`config.mk`:
```
export PLATFORM = sky130hd
export DESIGN_NAME = color_sequencer_flat
export DESIGN_NICKNAME = d
export VERILOG_FILES = /design/src/rtl/color_sequencer_if.sv /design/src/rtl/color_sequencer.sv /design/src/flat_wrapper.sv
export SDC_FILE = /design/constraint.sdc
export NUM_CORES = 1
export LEC_CHECK = 0
export CAP_MARGIN = 20
export CORE_MARGIN = 1.5
export CORE_UTILIZATION = 53
export CTS_CLUSTER_SIZE = 20
export DETAILED_ROUTE_END_ITERATION = 12
export PLACE_DENSITY = 0.77
export REMOVE_ABC_BUFFERS = 1
export SLEW_MARGIN = 20
export SYNTH_ARGS = -nofsm -noshare
export SYNTH_HDL_FRONTEND = slang
export SYNTH_SLANG_ARGS = --single-unit
```
`constraint.sdc`:
```
create_clock -name clk -period 2.2 [get_ports clk]
set_clock_uncertainty 0.2 [all_clocks]
set_input_delay 0.44 -clock clk [delete_from_list [all_inputs] [get_ports clk]]
set_output_delay 0.44 -clock clk [all_outputs]
set_load 0.03 [all_outputs]
```
`src/rtl/color_sequencer_if.sv`:
```
// Button/frame inputs and color-select outputs of the color sequencer.
interface color_sequencer_if;
  logic       btnC;
  logic       auto_en;
  logic       frame_start;
  logic [1:0] color_sel;
  logic       pending;
  logic       press_evt;

  modport master (
    output btnC, auto_en, frame_start,
    input  color_sel, pending, press_evt
  );

  modport slave (
    input  btnC, auto_en, frame_start,
    output color_sel, pending, press_evt
  );
endinterface

```
`src/rtl/color_sequencer.sv`:
```
// Debounced button / auto-cycle color selector; color changes only at frame_start
// so the generator never switches mid-frame.
module color_sequencer #(
  parameter int unsigned DEBOUNCE_CYCLES = 1_000_000,
  parameter int unsigned AUTO_FRAMES     = 60
) (
  input logic               clk,
  input logic               rst,
  color_sequencer_if.slave  sel_if
);

  localparam int unsigned DB_W = (DEBOUNCE_CYCLES > 2) ? $clog2(DEBOUNCE_CYCLES) : 1;
  localparam int unsigned FR_W = (AUTO_FRAMES > 1) ? $clog2(AUTO_FRAMES) : 1;
  // Transition fires on the sample that brings the counter to DEBOUNCE_CYCLES-1.
  localparam logic [DB_W-1:0] DB_DONE_AT = DB_W'(DEBOUNCE_CYCLES - 2);
  localparam logic [FR_W-1:0] FR_LAST    = FR_W'(AUTO_FRAMES - 1);

  typedef enum logic [1:0] {
    RELEASED,
    PRESS_CHK,
    PRESSED,
    RELEASE_CHK
  } db_state_e;

  logic            btn_meta_q, btn_s_q;
  logic            auto_meta_q, auto_s_q;
  db_state_e       state_q;
  logic [DB_W-1:0] db_cnt_q;
  logic            press_evt_q;

  logic [1:0]      color_sel_q, color_sel_d;
  logic            pending_q, pending_d;
  logic [FR_W-1:0] frame_cnt_q, frame_cnt_d;
  logic            advance;

  always_ff @(posedge clk or negedge rst) begin
    if (!rst) begin
      btn_meta_q  <= 1'b0;
      btn_s_q     <= 1'b0;
      auto_meta_q <= 1'b0;
      auto_s_q    <= 1'b0;
    end else begin
      btn_meta_q  <= sel_if.btnC;
      btn_s_q     <= btn_meta_q;
      auto_meta_q <= sel_if.auto_en;
      auto_s_q    <= auto_meta_q;
    end
  end

  always_ff @(posedge clk or negedge rst) begin
    if (!rst) begin
      state_q     <= RELEASED;
      db_cnt_q    <= '0;
      press_evt_q <= 1'b0;
    end else begin
      press_evt_q <= 1'b0;
      case (state_q)
        RELEASED: begin
          if (btn_s_q) begin
            db_cnt_q <= '0;
            state_q  <= PRESS_CHK;
          end
        end
        PRESS_CHK: begin
          if (!btn_s_q) begin
            state_q <= RELEASED;
          end else begin
            db_cnt_q <= db_cnt_q + DB_W'(1);
            if (db_cnt_q == DB_DONE_AT) begin
              state_q     <= PRESSED;
              press_evt_q <= 1'b1;
            end
          end
        end
        PRESSED: begin
          if (!btn_s_q) begin
            db_cnt_q <= '0;
            state_q  <= RELEASE_CHK;
          end
        end
        RELEASE_CHK: begin
          if (btn_s_q) begin
            state_q <= PRESSED;
          end else begin
            db_cnt_q <= db_cnt_q + DB_W'(1);
            if (db_cnt_q == DB_DONE_AT) begin
              state_q <= RELEASED;
            end
          end
        end
        default: state_q <= RELEASED;
      endcase
    end
  end

  always_comb begin
    advance     = sel_if.frame_start &&
                  (pending_q || (auto_s_q && (frame_cnt_q == FR_LAST)));
    color_sel_d = color_sel_q;
    pending_d   = pending_q;
    frame_cnt_d = frame_cnt_q;
    if (advance) begin
      color_sel_d = color_sel_q + 2'd1;
      pending_d   = 1'b0;
    end
    // A press arriving with the frame pulse survives that frame's clear; one already pending is dropped.
    if (press_evt_q && !pending_q) begin
      pending_d = 1'b1;
    end
    if (!auto_s_q || advance) begin
      frame_cnt_d = '0;
    end else if (sel_if.frame_start) begin
      frame_cnt_d = frame_cnt_q + FR_W'(1);
    end
  end

  always_ff @(posedge clk or negedge rst) begin
    if (!rst) begin
      color_sel_q <= '0;
      pending_q   <= 1'b0;
      frame_cnt_q <= '0;
    end else begin
      color_sel_q <= color_sel_d;
      pending_q   <= pending_d;
      frame_cnt_q <= frame_cnt_d;
    end
  end

  assign sel_if.color_sel = color_sel_q;
  assign sel_if.pending   = pending_q;
  assign sel_if.press_evt = press_evt_q;

endmodule

```
`src/flat_wrapper.sv`:
```
// flat-port wrapper written by rule: the top's interface ports become plain ports
module color_sequencer_flat 
#(
  parameter int unsigned DEBOUNCE_CYCLES = 1_000_000,
  parameter int unsigned AUTO_FRAMES     = 60
)
  (clk, rst, sel_if_btnC, sel_if_auto_en, sel_if_frame_start, sel_if_color_sel, sel_if_pending, sel_if_press_evt);
  color_sequencer_if sel_if_i ();
  input logic clk;
  input logic rst;
  input wire logic [$bits(sel_if_i.btnC)-1:0] sel_if_btnC;
  input wire logic [$bits(sel_if_i.auto_en)-1:0] sel_if_auto_en;
  input wire logic [$bits(sel_if_i.frame_start)-1:0] sel_if_frame_start;
  output wire logic [$bits(sel_if_i.color_sel)-1:0] sel_if_color_sel;
  output wire logic [$bits(sel_if_i.pending)-1:0] sel_if_pending;
  output wire logic [$bits(sel_if_i.press_evt)-1:0] sel_if_press_evt;
  assign sel_if_i.btnC = sel_if_btnC;
  assign sel_if_i.auto_en = sel_if_auto_en;
  assign sel_if_i.frame_start = sel_if_frame_start;
  assign sel_if_color_sel = sel_if_i.color_sel;
  assign sel_if_pending = sel_if_i.pending;
  assign sel_if_press_evt = sel_if_i.press_evt;
  color_sequencer #(.DEBOUNCE_CYCLES(DEBOUNCE_CYCLES), .AUTO_FRAMES(AUTO_FRAMES)) u_core (.clk(clk), .rst(rst), .sel_if(sel_if_i));
endmodule
```
# Word-level counts from Yosys, hierarchy flattened
# Index checks and enable logic that the tools add are counted.
word_totals:
  reg_bits: 36
  latchBits: 0
  ramBits: 0
  rom_bits: 0
  inputBits: 5
  out_inout_bits: 4
  word_cells: 55
  mem_count: 0
classes:
  n_addsub: 3
  multipliers: 0
  div_mod_pow: 0
  n_lt_le_gt_ge: 0
  n_eq_ne: 11
  shift: 0
  n_mux: 19
  bitwise_logic: 0
  n_reduce_logical: 12
ops:
  columns: ["cell", "count"]
  rows:
  - ["$mux 20", 4]
  - ["$pmux 20 s4", 1]
  - ["$add 20x1->20 const B", 1]
  - ["$eq 20x20->1 const B", 1]
  - ["$mux 2", 6]
  - ["$mux 6", 2]
  - ["$pmux 2 s4", 1]
  - ["$reduce_and 4->1", 2]
  - ["$add 6x1->6 const B", 1]
  - ["$eq 6x6->1 const B", 1]
  - ["$mux 1", 5]
  - ["$eq 2x2->1 const B", 2]
  - ["$ne 2x1->1 const B", 2]
  - ["$ne 2x2->1 const B", 2]
  - ["$reduce_bool 2->1", 2]
  - ["$logic_and 1x1->1", 3]
  - ["$ne 3x1->1 const B", 1]
  - ["$ne 3x3->1 const B", 1]
  - ["$add 2x1->2 const B", 1]
  - ["$eq 2x1->1 const B", 1]
  - ["$logic_not 1->1", 2]
  - ["$logic_not 2->1", 1]
  - ["$logic_or 1x1->1", 2]

# Depth between registers and ports, before layout
# Gate-level depths: netlist (run 1).
depth:
  ltp_word: 6
  ltp_mapped: 6
  depth_no_buf: 6

# Worst setup path before layout (run 1)
# No wires, ideal clock.
synth_path:
  kind: "reg2reg"
  from: "register u_core.db_cnt_q[0]"
  to: "register (tool-made name)"
  setup_time_ps: 125
  arrival_time_ps: 1959
  t_required_ps: 1875
  slack_ps: -84
  path_stages_with_launch: 7
  path_buffers: 0
  synth_period_minus_slack_ps: 2284
  path_cell_list: "dfrtp_1 inv_1 ha_1 nand4bb_1 or4_1 or4_4 mux2_4"
synth_rtl:
  columns: ["element", "line", "text"]
  rows:
  - ["start, declared", "color_sequencer.sv:28", "logic [DB_W-1:0] db_cnt_q;"]
  - ["start signal, assigned", "color_sequencer.sv:68", "db_cnt_q <= db_cnt_q + DB_W'(1);"]
  - ["start signal, assigned", "color_sequencer.sv:85", "db_cnt_q <= db_cnt_q + DB_W'(1);"]

==> key figures, run 1 <==
Logic synthesis
  • Top cells by count, synth: dfrtp_1 (36), nand2_1 (17), nor2_1 (14)
  • Register area share after synthesis: 0.515
  • Ranking of synthesized cells by area: dfrtp_1 (51%), xnor2_1 (4.0%), o31ai_1 (3.9%), or4_1 (3.9%), nand2_1 (3.6%)
  • Async S/R FF share, synth: 1.00
  • Post-Syn Area: 1750 µm²
  • Post-synth top flop: dfrtp_1
  • Yosys top cell area share: 0.515
  • EDFF count, synth: 0
  • Syn avg cell area: 10.3 µm²
  • Synth Register Bits: 36
  • Post-Synthesis Cells: 170
  • Synth area leader: dfrtp_1
  • Yosys warnings: 0
  • Post-synth cell types: 39
  • Most common cell in the synthesized netlist: dfrtp_1

Global routing
  • Antenna violations before repair: 0
  • Global-route wire length before repair: 5800 µm
  • Pin count of the biggest net entering global routing: 37
  • Vias in the first global route: 1,265
  • GRT Overall Usage: 0.219
  • Grt ovf: 0

Final layout
  • Fin cells: 238
  • Filler cell count in the final layout: 262
  • Antenna cells: 0
  • Share of cells above drive strength 1: 0.160
  • Fin nets: 201
  • Layout area overhead: 15.7%
  • Fin area: 2020 µm²

Status
  • Status: complete, no violations

Drt
  • DR vias: 1,353
  • Iteration-0 DRC Markers: 48
  • Residual DRC: 0
  • Drt wl/cell: 14.3 µm
  • Detail Route Antenna Nets: 0
  • Vias per inst: 5.68
  • DRT Wirelength: 3400 µm
  • Drt first pass iters: 4

Setup path
  • Setup Crit Path Kind: flip-flop to flip-flop
  • Crit path required time: 2.25 ns
  • Critical path endpoint category: flip-flop
  • Crit Path Max Fanout: 3
  • CP arrival: 2.25 ns
  • R2R depth: 6
  • Type of origin of the critical path: flip-flop

Floorplan
  • I/O Pins: 9
  • Effective utilization at floorplan: 0.564
  • Core outline area: 3100 µm²
  • Row count: 20
  • Die W: 60.5 µm
  • Full die area: 3660 µm²
  • Die Ht: 60.5 µm

CTS
  • Hold_buf cts: 0
  • CTS H-tree depth: 2
  • CTS tree: yes
  • Sink Count: 36
  • Clock transition at the registers of the reported paths: 0.12 ns
  • Clock latency on the worst-skew pair: 0.35 ns
  • Inserted Clock Buffers: 5
  • Root Driver: clkbuf_4
  • Clock buffer depth: 2

Power
  • Worst vdd ir: 0.000427 V
  • Pwr Density: 565 nW/µm²
  • Total Power: 1.14 mW
  • LEAKAGE: 0.848 nW

Placed design
  • Post-DP HPWL: 2410 µm
  • Placed cell area: 1960 µm²
  • Placed Cells: 229
  • GPL Wtd Cong: 0.860
  • Port bufs: 8
  • Dpl ws: -0.113 ns

Timing
  • Max Slew Vio Count: 0
  • Slew of the pin with the lowest slew margin: 0.955 ns
  • RSZ-0062 raised after global routing: true
  • Fmax: 456 MHz
  • Max-slew headroom: 0.361
  • Final Setup Violations: 0
  • Final hold violations: 0
  • Min Tclk post-route: 2.19 ns
  • Final worst-path cycle share: 0.996
  • Final setup margin: 0.00897 ns

Worst hold path
  • Worst hold path stage count: 0
  • HP Class: flip-flop to flip-flop

Run
  • Max-cap violation count: 0
[metal layers]
metal | global-route usage | wire length [µm]
met1 | 0.272 | 1500
met2 | 0.359 | 1750
met3 | 0.0768 | 91
met4 | 0.0745 | 64
met5 | 0 | 0
[logic make-up (layout without fill, tap and decap cells)]
family | after synthesis | count (layout) | synth area share
adder cells (fa/ha/maj) | 3 | 3 | 0.0214
AO/OA/AOI/OAI | 26 | 26 | 0.0951
buffers and inverters | 10 | 34 | 0.0222
AND/OR/NAND/NOR | 76 | 76 | 0.241
XOR/XNOR | 15 | 15 | 0.0793
multiplexers | 4 | 4 | 0.0264
flip-flops | 36 | 36 | 0.515
[report_power, final]
part           switching, mW  total (mW)  internal [mW]
sequential            0.0218       0.703          0.681
combinational         0.0524      0.0970         0.0447
clock                  0.222       0.345          0.123
total                  0.296        1.14          0.848
[cell usage in the layout, fill, tap and decap left out, types with 2 or more instances in the layout]
cell type,n
a21oi_1,9
and4_1,3
buf_4,13
clkbuf_4,5
clkdlybuf4s50_1,8
clkinv_2,2
dfrtp_1,36
ha_1,3
inv_1,4
mux2i_1,2
nand2_1,16
nand3_1,10
nand3b_1,2
nand4_1,2
nor2_1,14
nor3_1,2
nor3b_1,3
nor4_1,4
o21ai_0,3
o31ai_1,9
or4_1,9
xnor2_1,8
xor2_1,6
[flip-flops by register name (all words and copies together) (netlist names), named ones only]
name,flops
u_core.auto_s_q,1
u_core.frame_cnt_q,6
u_core.auto_meta_q,1
u_core.btn_s_q,1
u_core.db_cnt_q,20
u_core.sel_if.pending,1
u_core.sel_if.color_sel,2
u_core.state_q,1
u_core.btn_meta_q,1
u_core.sel_if.press_evt,1
[critical path, cell delays in order, from the launching register on]
cell       delay, ns
dfrtp_1         0.40
inv_2           0.06
ha_1            0.14
nand4bb_1       0.09
or4_1           0.47
or4_4           0.44
mux2_4          0.30
[repair_timing]
action	CTS	global route
setup endpoints to repair	1	4
resized for setup	0	3
buffers inserted	1	0
pin swaps	1	0
[worst paths after layout]
path	to	startpoint	slack, ns
max in group asynchronous	u_core.db_cnt_q[17]	rst	1.18
worst max register to register	flip-flop	u_core.db_cnt_q[0]	0.009
min in group asynchronous	u_core.sel_if.pending	rst	0.29
worst max-delay path	flip-flop	u_core.db_cnt_q[0]	0.009
worst min-delay path	u_core.btn_s_q	u_core.btn_meta_q	0.16
worst min register to register	u_core.btn_s_q	u_core.btn_meta_q	0.16
[stage by stage]
stage / utilization / hold WS (ns) / setup TNS, ns
after floorplan: - / -0.0556 / -0.0836
after global placement: 0.630 / 0.132 / -0.0804
after detailed placement: 0.630 / 0.137 / -0.113
after CTS: 0.651 / 0.160 / 0
after global routing: 0.652 / 0.161 / -0.0490
final: 0.652 / 0.158 / 0
[cell type report]
cell class                      count  area, µm²  share of cell area
Inverter                            5       18.8             0.00927
Clock buffer                        5       37.5              0.0185
Clock inverter                      3       18.8             0.00927
Sequential cell                    36        901               0.445
Timing Repair Buffer               21        178              0.0878
Multi-Input combinational cell    124        816               0.403
Tap cell                           44       55.1              0.0272
No activity file was read; power rests on OpenSTA's default activity.
==> run 2: changes to the inputs <==
--- a/config.mk
+++ b/config.mk
@@ -5,7 +5,7 @@
 export SDC_FILE = /design/constraint.sdc
 export NUM_CORES = 1
 export LEC_CHECK = 0
-export CAP_MARGIN = 20
+export CAP_MARGIN = 10
 export CORE_MARGIN = 1.5
 export CORE_UTILIZATION = 53
 export CTS_CLUSTER_SIZE = 20
==> results of run 2 <==
No change in the layout: final DEF, timing and power equal those of run 1.
